**src/rtl/mips_cpu_bus_master.sv**
```systemverilog
// mips_cpu_bus_master: Avalon-MM master front end for the MIPS core.
// Arbitrates instruction fetch and data load/store onto one 32-bit bus,
// steers byte lanes for sub-word stores and extends sub-word loads.
// Optional build macro: MISALIGN_CHECK_EN (reject misaligned half/word
// data accesses with dmem_err instead of issuing them aligned down).
module mips_cpu_bus_master (
    input  logic        clk,
    input  logic        reset,
    input  logic        ifetch_req,
    input  logic [31:0] ifetch_addr,
    output logic        ifetch_done,
    output logic [31:0] ifetch_instr,
    input  logic        dmem_req,
    input  logic        dmem_we,
    input  logic [1:0]  dmem_size,
    input  logic        dmem_signed,
    input  logic [31:0] dmem_addr,
    input  logic [31:0] dmem_wdata,
    output logic        dmem_done,
    output logic [31:0] dmem_rdata,
    output logic        dmem_err,
    output logic [31:0] address,
    output logic        read,
    output logic        write,
    input  logic        waitrequest,
    output logic [31:0] writedata,
    output logic [3:0]  byteenable,
    input  logic [31:0] readdata
);

    typedef enum logic [1:0] {
        IDLE = 2'd0,
        BUS  = 2'd1,
        RESP = 2'd2
    } state_t;

    state_t      r_state;

    // Avalon-side registers
    logic [31:0] r_address;
    logic        r_read;
    logic        r_write;
    logic [31:0] r_writeData;
    logic [3:0]  r_byteEnable;

    // Core-side response registers
    logic        r_ifetchDone;
    logic [31:0] r_ifetchInstr;
    logic        r_dmemDone;
    logic [31:0] r_dmemRdata;
`ifdef MISALIGN_CHECK_EN
    logic        r_err;
`endif

    // Fields of the accepted request that are needed at completion
    logic        r_isData;
    logic        r_we;
    logic [1:0]  r_size;
    logic        r_signed;
    logic [1:0]  r_offset;

    // Lane steering for the incoming data request
    logic [3:0]  w_reqByteEnable;
    logic [31:0] w_reqWriteData;
    logic        w_misaligned;

    // Extraction of the returned load data
    logic [7:0]  w_loadByte;
    logic [15:0] w_loadHalf;
    logic [31:0] w_loadData;

    // Fetch addresses are word aligned, so their low bits carry nothing.
    logic        w_unusedFetchBits;
    assign w_unusedFetchBits = ^ifetch_addr[1:0];

    // Byte enables and replicated write data for the pending data request
    always_comb begin
        w_reqByteEnable = 4'b1111;
        w_reqWriteData  = dmem_wdata;
        case (dmem_size)
            2'b00: begin
                w_reqByteEnable = 4'b0001 << dmem_addr[1:0];
                w_reqWriteData  = {4{dmem_wdata[7:0]}};
            end
            2'b01: begin
                w_reqByteEnable = dmem_addr[1] ? 4'b1100 : 4'b0011;
                w_reqWriteData  = {2{dmem_wdata[15:0]}};
            end
            default: begin
            end
        endcase
    end

`ifdef MISALIGN_CHECK_EN
    assign w_misaligned = ((dmem_size == 2'b01) && dmem_addr[0]) ||
                          (dmem_size[1] && (dmem_addr[1:0] != 2'b00));
`else
    assign w_misaligned = 1'b0;
`endif

    // Pick the addressed lane(s) out of readdata and sign/zero extend
    always_comb begin
        w_loadByte = readdata[7:0];
        case (r_offset)
            2'd1:    w_loadByte = readdata[15:8];
            2'd2:    w_loadByte = readdata[23:16];
            2'd3:    w_loadByte = readdata[31:24];
            default: w_loadByte = readdata[7:0];
        endcase
        w_loadHalf = r_offset[1] ? readdata[31:16] : readdata[15:0];
        w_loadData = readdata;
        case (r_size)
            2'b00:   w_loadData = {{24{r_signed & w_loadByte[7]}}, w_loadByte};
            2'b01:   w_loadData = {{16{r_signed & w_loadHalf[15]}}, w_loadHalf};
            default: w_loadData = readdata;
        endcase
    end

    // Request arbitration, bus handshake and response pulses
    always_ff @(posedge clk) begin
        if (reset) begin
            r_state       <= IDLE;
            r_address     <= '0;
            r_read        <= 1'b0;
            r_write       <= 1'b0;
            r_writeData   <= '0;
            r_byteEnable  <= '0;
            r_ifetchDone  <= 1'b0;
            r_ifetchInstr <= '0;
            r_dmemDone    <= 1'b0;
            r_dmemRdata   <= '0;
`ifdef MISALIGN_CHECK_EN
            r_err         <= 1'b0;
`endif
            r_isData      <= 1'b0;
            r_we          <= 1'b0;
            r_size        <= '0;
            r_signed      <= 1'b0;
            r_offset      <= '0;
        end else begin
            r_ifetchDone <= 1'b0;
            r_dmemDone   <= 1'b0;
            case (r_state)
                IDLE: begin
                    if (dmem_req) begin
                        r_isData <= 1'b1;
                        r_we     <= dmem_we;
                        r_size   <= dmem_size;
                        r_signed <= dmem_signed;
                        r_offset <= dmem_addr[1:0];
                        if (w_misaligned) begin
                            r_dmemDone  <= 1'b1;
                            r_dmemRdata <= '0;
`ifdef MISALIGN_CHECK_EN
                            r_err       <= 1'b1;
`endif
                            r_state     <= RESP;
                        end else begin
                            r_address    <= {dmem_addr[31:2], 2'b00};
                            r_byteEnable <= w_reqByteEnable;
                            r_writeData  <= dmem_we ? w_reqWriteData : 32'd0;
                            r_read       <= ~dmem_we;
                            r_write      <= dmem_we;
                            r_state      <= BUS;
                        end
                    end else if (ifetch_req) begin
                        r_isData     <= 1'b0;
                        r_we         <= 1'b0;
                        r_size       <= 2'b10;
                        r_signed     <= 1'b0;
                        r_offset     <= 2'b00;
                        r_address    <= {ifetch_addr[31:2], 2'b00};
                        r_byteEnable <= 4'b1111;
                        r_writeData  <= '0;
                        r_read       <= 1'b1;
                        r_write      <= 1'b0;
                        r_state      <= BUS;
                    end
                end
                BUS: begin
                    if (!waitrequest) begin
                        r_read  <= 1'b0;
                        r_write <= 1'b0;
                        r_state <= RESP;
                        if (r_isData) begin
                            r_dmemDone  <= 1'b1;
                            r_dmemRdata <= r_we ? 32'd0 : w_loadData;
`ifdef MISALIGN_CHECK_EN
                            r_err       <= 1'b0;
`endif
                        end else begin
                            r_ifetchDone  <= 1'b1;
                            r_ifetchInstr <= readdata;
                        end
                    end
                end
                RESP: begin
                    r_state <= IDLE;
                end
                default: begin
                    r_state <= IDLE;
                end
            endcase
        end
    end

    assign address      = r_address;
    assign read         = r_read;
    assign write        = r_write;
    assign writedata    = r_writeData;
    assign byteenable   = r_byteEnable;
    assign ifetch_done  = r_ifetchDone;
    assign ifetch_instr = r_ifetchInstr;
    assign dmem_done    = r_dmemDone;
    assign dmem_rdata   = r_dmemRdata;
`ifdef MISALIGN_CHECK_EN
    assign dmem_err     = r_err;
`else
    assign dmem_err     = 1'b0;
`endif

endmodule
```
**config.mk**
```make
export PLATFORM = sky130hd
export DESIGN_NAME = mips_cpu_bus_master
export DESIGN_NICKNAME = d
export VERILOG_FILES = /design/src/rtl/mips_cpu_bus_master.sv
export SDC_FILE = /design/constraint.sdc
export NUM_CORES = 1
export LEC_CHECK = 0
export BUFFER_PORTS_ARGS = -buffer_cell sky130_fd_sc_hd__buf_4
export CORE_MARGIN = 8
export CORE_UTILIZATION = 34
export DETAILED_ROUTE_END_ITERATION = 7
export HOLD_SLACK_MARGIN = 0.02
export SLEW_MARGIN = 20
export SYNTH_ARGS = -nofsm -noshare
export SYNTH_HDL_FRONTEND = slang
export SYNTH_SLANG_ARGS = --single-unit
```
**constraint.sdc**
```tcl
create_clock -name clk -period 3.8 [get_ports clk]
set_input_delay 0.38 -clock clk [delete_from_list [all_inputs] [get_ports clk]]
set_output_delay 0.38 -clock clk [all_outputs]
set_load 0.01 [all_outputs]
```
==> Yosys cells after proc, flatten, opt, wreduce, memory -nomap -nowiden <==
Index checks and enable logic that the tools add are counted.
{ "word_totals": {"reg_bits": 145, "out_inout_bits": 137} }
{ "op_classes": {"muxes": 33, "reduce_logical": 11, "n_shift": 1, "n_eq_ne": 8, "bitwise_logic": 6} }
{ "ops": {"columns": ["op", "count"], "rows": [
  ["$mux W32", 6],
  ["$pmux W32 S2", 2],
  ["$pmux W8 S3", 1],
  ["$mux W16", 1],
  ["$mux W2", 7],
  ["$mux W4", 3],
  ["$mux W1", 9],
  ["$reduce_and A3 Y1", 3],
  ["$eq A2 B1 Y1 const B", 4],
  ["$pmux W4 S2", 1],
  ["$logic_not A2 Y1", 3],
  ["$eq A2 B2 Y1 const B", 2],
  ["$not A1 Y1", 4],
  ["$pmux W1 S2", 2],
  ["$pmux W2 S2", 1],
  ["$reduce_and A2 Y1", 2],
  ["$reduce_bool A2 Y1", 2],
  ["$shl A1 B2 Y4 const A", 1],
  ["$ne A3 B3 Y1 const B", 1],
  ["$reduce_or A3 Y1", 1],
  ["$and A1 B1 Y1", 2],
  ["$ne A2 B2 Y1 const B", 1]
]} }

==> Logic depth before layout (Yosys ltp) <==
Gate-level depths: netlist of run 1.
{ "depth": {"ltp_word": 5, "ltp_mapped": 7, "mapped_depth_nobuf": 4} }

==> Worst setup path before layout of run 1 <==
OpenSTA, ideal clock, no wires.
{ "synth_timing": {"path_kind": "input to register", "startpoint": "input waitrequest", "endpoint": "register r_dmemRdata[21] (netlist: dmem_rdata[21])", "arrival_ps": 1862, "path_buffers": 3, "setup_time_ps": 59, "stages": 7, "slack_ps": 1879, "required_time_ps": 3741, "cell_sequence": "or3b_1 -> buf_6 -> or4b_4 -> buf_6 -> nor2_8 -> buf_8 -> a221o_1"} }
{ "synth_via": {"elab_chain_len": 2} }
{ "synth_lines": {"columns": ["element", "line_no", "text"], "rows": [
  ["from (decl)", "25", "input logic waitrequest,"],
  ["$not A1 Y1 (no line)", null, null],
  ["$reduce_and A3 Y1 (no line)", null, null],
  ["to (signal assigned)", "187", "r_dmemRdata <= r_we ? 32'd0 : w_loadData;"],
  ["to (decl)", "50", "logic [31:0] r_dmemRdata;"]
]} }
No other way between the ends.
A chain may end at the register's enable or synchronous reset.

==> Worst setup path after layout of run 1 <==
{ "layout_timing": {"startpoint": "register r_state[0]", "endpoint": "register r_dmemRdata[17] (netlist: dmem_rdata[17])"} }
{ "layout_via": {"elab_chain_len": 2} }
{ "layout_lines": {"columns": ["element", "line_no", "text"], "rows": [
  ["from (decl)", "37", "state_t r_state;"],
  ["from (signal assigned)", "122", "r_state <= IDLE;"],
  ["from (signal assigned)", "157", "r_state <= RESP;"],
  ["from (signal assigned)", "164", "r_state <= BUS;"],
  ["$eq A2 B1 Y1", "143", "case (r_state)"],
  ["$reduce_and A3 Y1 (no line)", null, null]
]} }
No other way between the ends.

==> flow_metrics.env, run 1 <==
export IMPL_status="complete, no violations"
export IMPL_finalSetupTns_ps=0
export IMPL_vias_per_cell=4.992
export IMPL_rr_startpoint="r_state[0]"
export IMPL_synthFlopType="dfxtp_1"
export IMPL_fp_row_count=49
export IMPL_gp_congestion=0.7784
export IMPL_seq_area_mm2=0.002863
export IMPL_grt_max_degree=64
export IMPL_grt_first_pass_wirelength_um=31770
export IMPL_crit_required_ps=4160
export IMPL_synthCells=657
export IMPL_cts_root_buffer="clkbuf_16"
export IMPL_setup_violations_final=0
export IMPL_postRouteAntennaNets=0
export IMPL_cts_buffer_depth=2
export IMPL_ir_worst_vdd_mv=0.3160
export IMPL_rr_endpoint="dmem_rdata[17]"
export IMPL_final_hold_viol_count=0
export IMPL_crit_path_end_kind="register"
export IMPL_num_io_pins=274
export IMPL_yosys_area_share_simple_pct=13.06
export IMPL_h_tree_depth=4
export IMPL_clkTransAtPathRegs_ps=60
export IMPL_rsz0062_at_grt="no"
export IMPL_grt_use_total_pct=18.03
export IMPL_yosysWarnings=0
export IMPL_pre_cts_ws_ps=1323
export IMPL_final_area_mm2=0.008803
export IMPL_layout_common_cells="buf_4, dfxtp_1, nand2_1, nor2_1"
export IMPL_finalMaxSlewViolations=0
export IMPL_hold_end="r_signed"
export IMPL_synth_top_family_by_area="compound AO/OA/AOI/OAI gates"
export IMPL_multiInputGateArea_mm2=0.002924
export IMPL_synth_seq_cells=143
export IMPL_hold_class="in -> reg"
export IMPL_drc=0
export IMPL_synthArstFlopShare_pct=0
export IMPL_period_minus_slack_ps=2403
export IMPL_drtPass1Iterations=4
export IMPL_die_area_mm2=0.02243
export IMPL_synth_adder_area_share_pct=0
export IMPL_finalNetCount=1030
export IMPL_dieHeight_um=149.8
export IMPL_startpoint_type="register"
export IMPL_drt_wl_total_um=20960
export IMPL_period_share_pct=63.24
export IMPL_placement_cell_area_mm2=0.008207
export IMPL_ctsResizeCount=0
export IMPL_rrSetupSlack_ps=1400
export IMPL_core_mm2=0.01778
export IMPL_drt_first_iter_violations=272
export IMPL_final_util_pct=49.51
export IMPL_critical_path_arrival_ps=2770
export IMPL_cts_tree="yes"
export IMPL_diodes=0
export IMPL_cp_max_fo=16
export IMPL_worstSetupPathType="reg -> reg"
export IMPL_post_cts_repair_setup_buffers=0
export IMPL_crit_family="simple AND/OR/NAND/NOR gates"
export IMPL_antenna_found_initial=0
export IMPL_hold_start="dmem_signed"
export IMPL_area_growth_synth_to_final_pct=44.71
export IMPL_synth_edf_count=0
export IMPL_dpl_hpwl_um=15360
export IMPL_synth_avg_cell_area_um2=9.259
export IMPL_cp_cell_sequence="or3b_1, nor4b_4, o2111a_1, a221o_2"
export IMPL_slew_headroom_pct=42.59
export IMPL_clk_latency_ps=420
export IMPL_synthXorXnorAreaFrac_pct=0
export IMPL_route_vias_total=5666
export IMPL_r2r_cells=4
export IMPL_fin_ws_ps=1397
export IMPL_final_common_cell="buf_4"
export IMPL_wl_per_cell_um=18.46
export IMPL_cts_sinks=143
export IMPL_crit_buf_inv=0
export IMPL_synth_compound_area_share_pct=23.45
export IMPL_ys_types=45
export IMPL_fmax_mhz=416.2
export IMPL_drive_above_1_share_pct=38.30
export IMPL_p_leak_nw=3.875
export IMPL_synth_seq_area_share_pct=47.06
export IMPL_clock_skew_final_ps=8.754
export IMPL_initial_core_util_pct=34.22
export IMPL_cts_buffers=17
export IMPL_numPortBuffers=268
export IMPL_drv_cap=0
export IMPL_grt_pass1_vias=5640
export IMPL_cpMaxStageDelayCell="o2111a_1"
export IMPL_whs_path_depth=3
export IMPL_synth_mux_area_share_pct=11.07
export IMPL_powerDensity_mw_per_mm2=455.2
export IMPL_fillers=1782
export IMPL_grt_ovfl_total=0
export IMPL_fp_dieW_um=149.8
export IMPL_max_stage_delay_ps=680
export IMPL_hold_buffers=0
export IMPL_netlist_area_mm2=0.006083
export IMPL_worstMarginPinSlew_ps=859.4
==> how the worst max path moves through the flow <==
stage | from | end | slack [ps] | cells past startpoint
after global placement | waitrequest | dmem_rdata[20] | 1350 | 5
final | r_state[0] | dmem_rdata[17] | 1400 | 4
after CTS | r_state[0] | dmem_rdata[17] | 1440 | 4
after global routing | r_state[0] | dmem_rdata[20] | 1240 | 4
after floorplan | waitrequest | dmem_rdata[21] | 1880 | 7
after detailed placement | waitrequest | dmem_rdata[17] | 1320 | 5
==> cells by family (layout without fill, tap and decap cells) <==
logic type | after synthesis | count (layout)
simple gates | 178 | 178
mux | 65 | 65
compound gates | 198 | 198
buf+inv | 72 | 319
other cells | 1 | 3
flops | 143 | 143
==> worst reg2reg max path, cell delays in order, from the launching register on <==
cell and delay [ps]:
dfxtp_1 380, or3b_1 530, nor4b_4 550, o2111a_1 680, a221o_2 210
==> registers in the layout, summed over array words and instances, names as in the netlist <==
| signal | cells |
|---|---|
| r_signed | 1 |
| byteenable | 4 |
| ifetch_done | 1 |
| r_we | 1 |
| read | 1 |
| writedata | 32 |
| r_isData | 1 |
| r_state | 2 |
| dmem_rdata | 32 |
| ifetch_instr | 32 |
| dmem_done | 1 |
| write | 1 |
| r_offset | 2 |
| address | 30 |
| r_size | 2 |
==> Yosys cell counts (all sizes together), types with 2 or more instances <==
library cell / count / area [µm²]
buf: 17 / 116.4
nand2b: 9 / 56.30
o21ai: 24 / 120.1
a21oi: 48 / 240.2
and2: 3 / 18.77
or4b: 2 / 23.77
o2bb2ai: 9 / 78.83
a211oi: 35 / 262.8
a221o: 17 / 177.7
mux2i: 47 / 470.5
a22oi: 26 / 195.2
mux2: 18 / 202.7
a22o: 8 / 70.07
clkbuf: 44 / 165.2
o21a: 2 / 15.01
or3b: 2 / 17.52
nand2: 81 / 304.0
a21boi: 5 / 37.54
dfxtp: 143 / 2863
or2: 2 / 12.51
nor2b: 4 / 25.02
inv: 11 / 41.29
o22ai: 7 / 43.79
nor2: 69 / 275.3
a221oi: 13 / 151.4
==> metrics by stage <==
stage | std cells | total power [mW] | hold WS, ps
4_1_cts | 1135 | 4.063 | 184.5
3_3_place_gp | 1102 | 2.324 | 441.7
6_report | 1135 | 4.007 | 203.5
2_1_floorplan | 659 | 1.996 | 476.2
5_1_grt | 1135 | 4.186 | 199.3
3_5_place_dp | 1103 | 2.338 | 446.3
==> area by class of cell <==
type,instances,share of cell area (%)
multi-input cells,444,33.21
flip-flops and latches,143,32.52
repair buffers,276,23.76
clock buffers,20,4.960
well taps,229,3.255
clock inverters,12,1.819
inverters,11,0.4690
==> per-layer routing <==
layer | GRT usage, % | vias to the layer above | share of wire (%)
met3 | 7.288 | 22 | 9.5
met5 | 0 | - | 0
met1 | 22.13 | 2613 | 43
li1 | - | 2829 | -
met4 | 6.347 | 0 | 1.6
met2 | 28.02 | 202 | 46
==> power by group <==
group | internal, mW | leakage, nW | switching, mW
logic | 0.317 | 2.43 | 0.335
registers | 1.58 | 1.17 | 0.0594
clock network | 1.04 | 0.277 | 0.674
total | 2.94 | 3.87 | 1.07
Power figures use the tool's default switching activity.
==> run 2: changes to the inputs <==
- clock period: 3.8 -> 2.3 ns (I/O delays scaled with it)
==> run 2 against run 1 <==
Setup slack got worse by 1200 ps. Sequential power grew 65%. Combinational power increased by 70%. Non-clock buffer count is 10 higher. Sequential share of layout area is 0.34 points lower. Die area did not move. Clock skew shrank 4.1 ps. Clock-buffer cell count shrank 3. Fmax up 15%. Register-to-register slack worse by 1200 ps. Highest routed layer unchanged.
==> flow_metrics.env, run 2 (same netlist as run 1, synthesis figures left out) <==
export IMPL_fp_dieW_um=149.8
export IMPL_worstMarginPinSlew_ps=1007
export IMPL_final_common_cell="buf_4"
export IMPL_hold_buffers=0
export IMPL_numPortBuffers=268
export IMPL_core_mm2=0.01778
export IMPL_ctsResizeCount=0
export IMPL_crit_required_ps=2650
export IMPL_vias_per_cell=4.992
export IMPL_drt_first_iter_violations=249
export IMPL_startpoint_type="register"
export IMPL_wl_per_cell_um=18.49
export IMPL_grt_pass1_vias=5635
export IMPL_dpl_hpwl_um=15540
export IMPL_initial_core_util_pct=34.22
export IMPL_crit_path_end_kind="register"
export IMPL_clk_latency_ps=420
export IMPL_critical_path_arrival_ps=2430
export IMPL_grt_max_degree=90
export IMPL_finalNetCount=1040
export IMPL_finalSetupTns_ps=0
export IMPL_cts_buffer_depth=2
export IMPL_period_share_pct=90.55
export IMPL_diodes=0
export IMPL_antenna_found_initial=0
export IMPL_powerDensity_mw_per_mm2=742.7
export IMPL_clkTransAtPathRegs_ps=60
export IMPL_cts_tree="yes"
export IMPL_h_tree_depth=4
export IMPL_p_leak_nw=3.931
export IMPL_fmax_mhz=480.2
export IMPL_ir_worst_vdd_mv=0.5111
export IMPL_drive_above_1_share_pct=39.23
export IMPL_layout_common_cells="buf_4, dfxtp_1, nand2_1, nor2_1"
export IMPL_period_minus_slack_ps=2083
export IMPL_fin_cells=1144
export IMPL_post_cts_repair_setup_buffers=0
export IMPL_grt_use_total_pct=18.21
export IMPL_route_vias_total=5711
export IMPL_slew_headroom_pct=32.88
export IMPL_area_growth_synth_to_final_pct=46.24
export IMPL_cts_root_buffer="clkbuf_16"
export IMPL_drt_wl_total_um=21150
export IMPL_fp_row_count=49
export IMPL_postRouteAntennaNets=0
export IMPL_final_hold_viol_count=0
export IMPL_final_util_pct=50.04
export IMPL_num_io_pins=274
export IMPL_grt_first_pass_wirelength_um=31850
export IMPL_drtPass1Iterations=4
export IMPL_gp_congestion=0.7830
export IMPL_rsz0062_at_grt="no"
export IMPL_dieHeight_um=149.8
export IMPL_drv_cap=0
export IMPL_hold_class="in -> reg"
export IMPL_cp_max_fo=16
export IMPL_grt_ovfl_total=0
export IMPL_status="complete, no violations"
export IMPL_cts_sinks=143
export IMPL_drc=0
export IMPL_finalMaxSlewViolations=0
export IMPL_placed_cells=1112
export IMPL_setup_violations_final=0
export IMPL_cts_buffers=17
export IMPL_clock_skew_final_ps=4.622
export IMPL_die_area_mm2=0.02243
export IMPL_worstSetupPathType="reg -> reg"
[run 2: cell types whose count changed in the layout (fill, tap and decap cells not counted), sizes merged]
cell      change
buf          +10
clkinv        +2
inv           -1
clkinvlp      +1
clkbuf        -3
[run 2: worst paths after layout]
| kind | cells after the start | end | slack [ps] | start |
|---|---|---|---|---|
| hold reg to reg | 2 | writedata[9] | 450 | writedata[9] |
| hold / removal | 3 | r_signed | 50 | dmem_signed |
| setup / recovery | 5 | dmem_rdata[21] | 220 | r_state[0] |
| setup reg to reg | 5 | dmem_rdata[21] | 220 | r_state[0] |
[run 2: through the flow]
stage                     hold WS [ps]  worst slack, ps  total power, mW  cell area, µm²
final                            52.40            217.4            6.607            8896
after global routing             63.30            136.6            6.907            8896
after CTS                        33.93            227.5            6.681            8869
after detailed placement         446.3            244.2            3.874            8274
after global placement           440.7            242.5            3.864            8267
after floorplan                  366.0            408.4            3.298            6091
[run 2: metal layers]
metal	part of all wire [%]	vias up	track usage, %
met5	0	-	0
met1	42	2658	21.47
met3	9.7	17	7.681
met4	1.3	0	6.147
li1	-	2846	-
met2	47	190	29.30
[run 2: area by class of cell]
| cell class | instances | area [µm²] |
|---|---|---|
| fillers | 1757 | 8884 |
| well taps | 229 | 286.5 |
| flip-flops and latches | 143 | 2863 |
| multi-input cells | 444 | 2932 |
| clock buffers | 17 | 425.4 |
| repair buffers | 286 | 2180 |
| clock inverters | 14 | 168.9 |
| inverters | 11 | 41.29 |
[run 2: critical path, cell delays in order (launching register included)]
cell     delay, ps
dfxtp_1        370
or3b_1         420
buf_4          180
or4b_4         600
nor2_8         250
a221o_1        190
[run 2: power breakdown]
| group | internal [mW] | total (mW) | switching, mW |
|---|---|---|---|
| sequential | 2.62 | 2.71 | 0.0920 |
| combinational | 0.543 | 1.11 | 0.568 |
| clock | 1.70 | 2.79 | 1.09 |
| total | 4.86 | 6.61 | 1.75 |
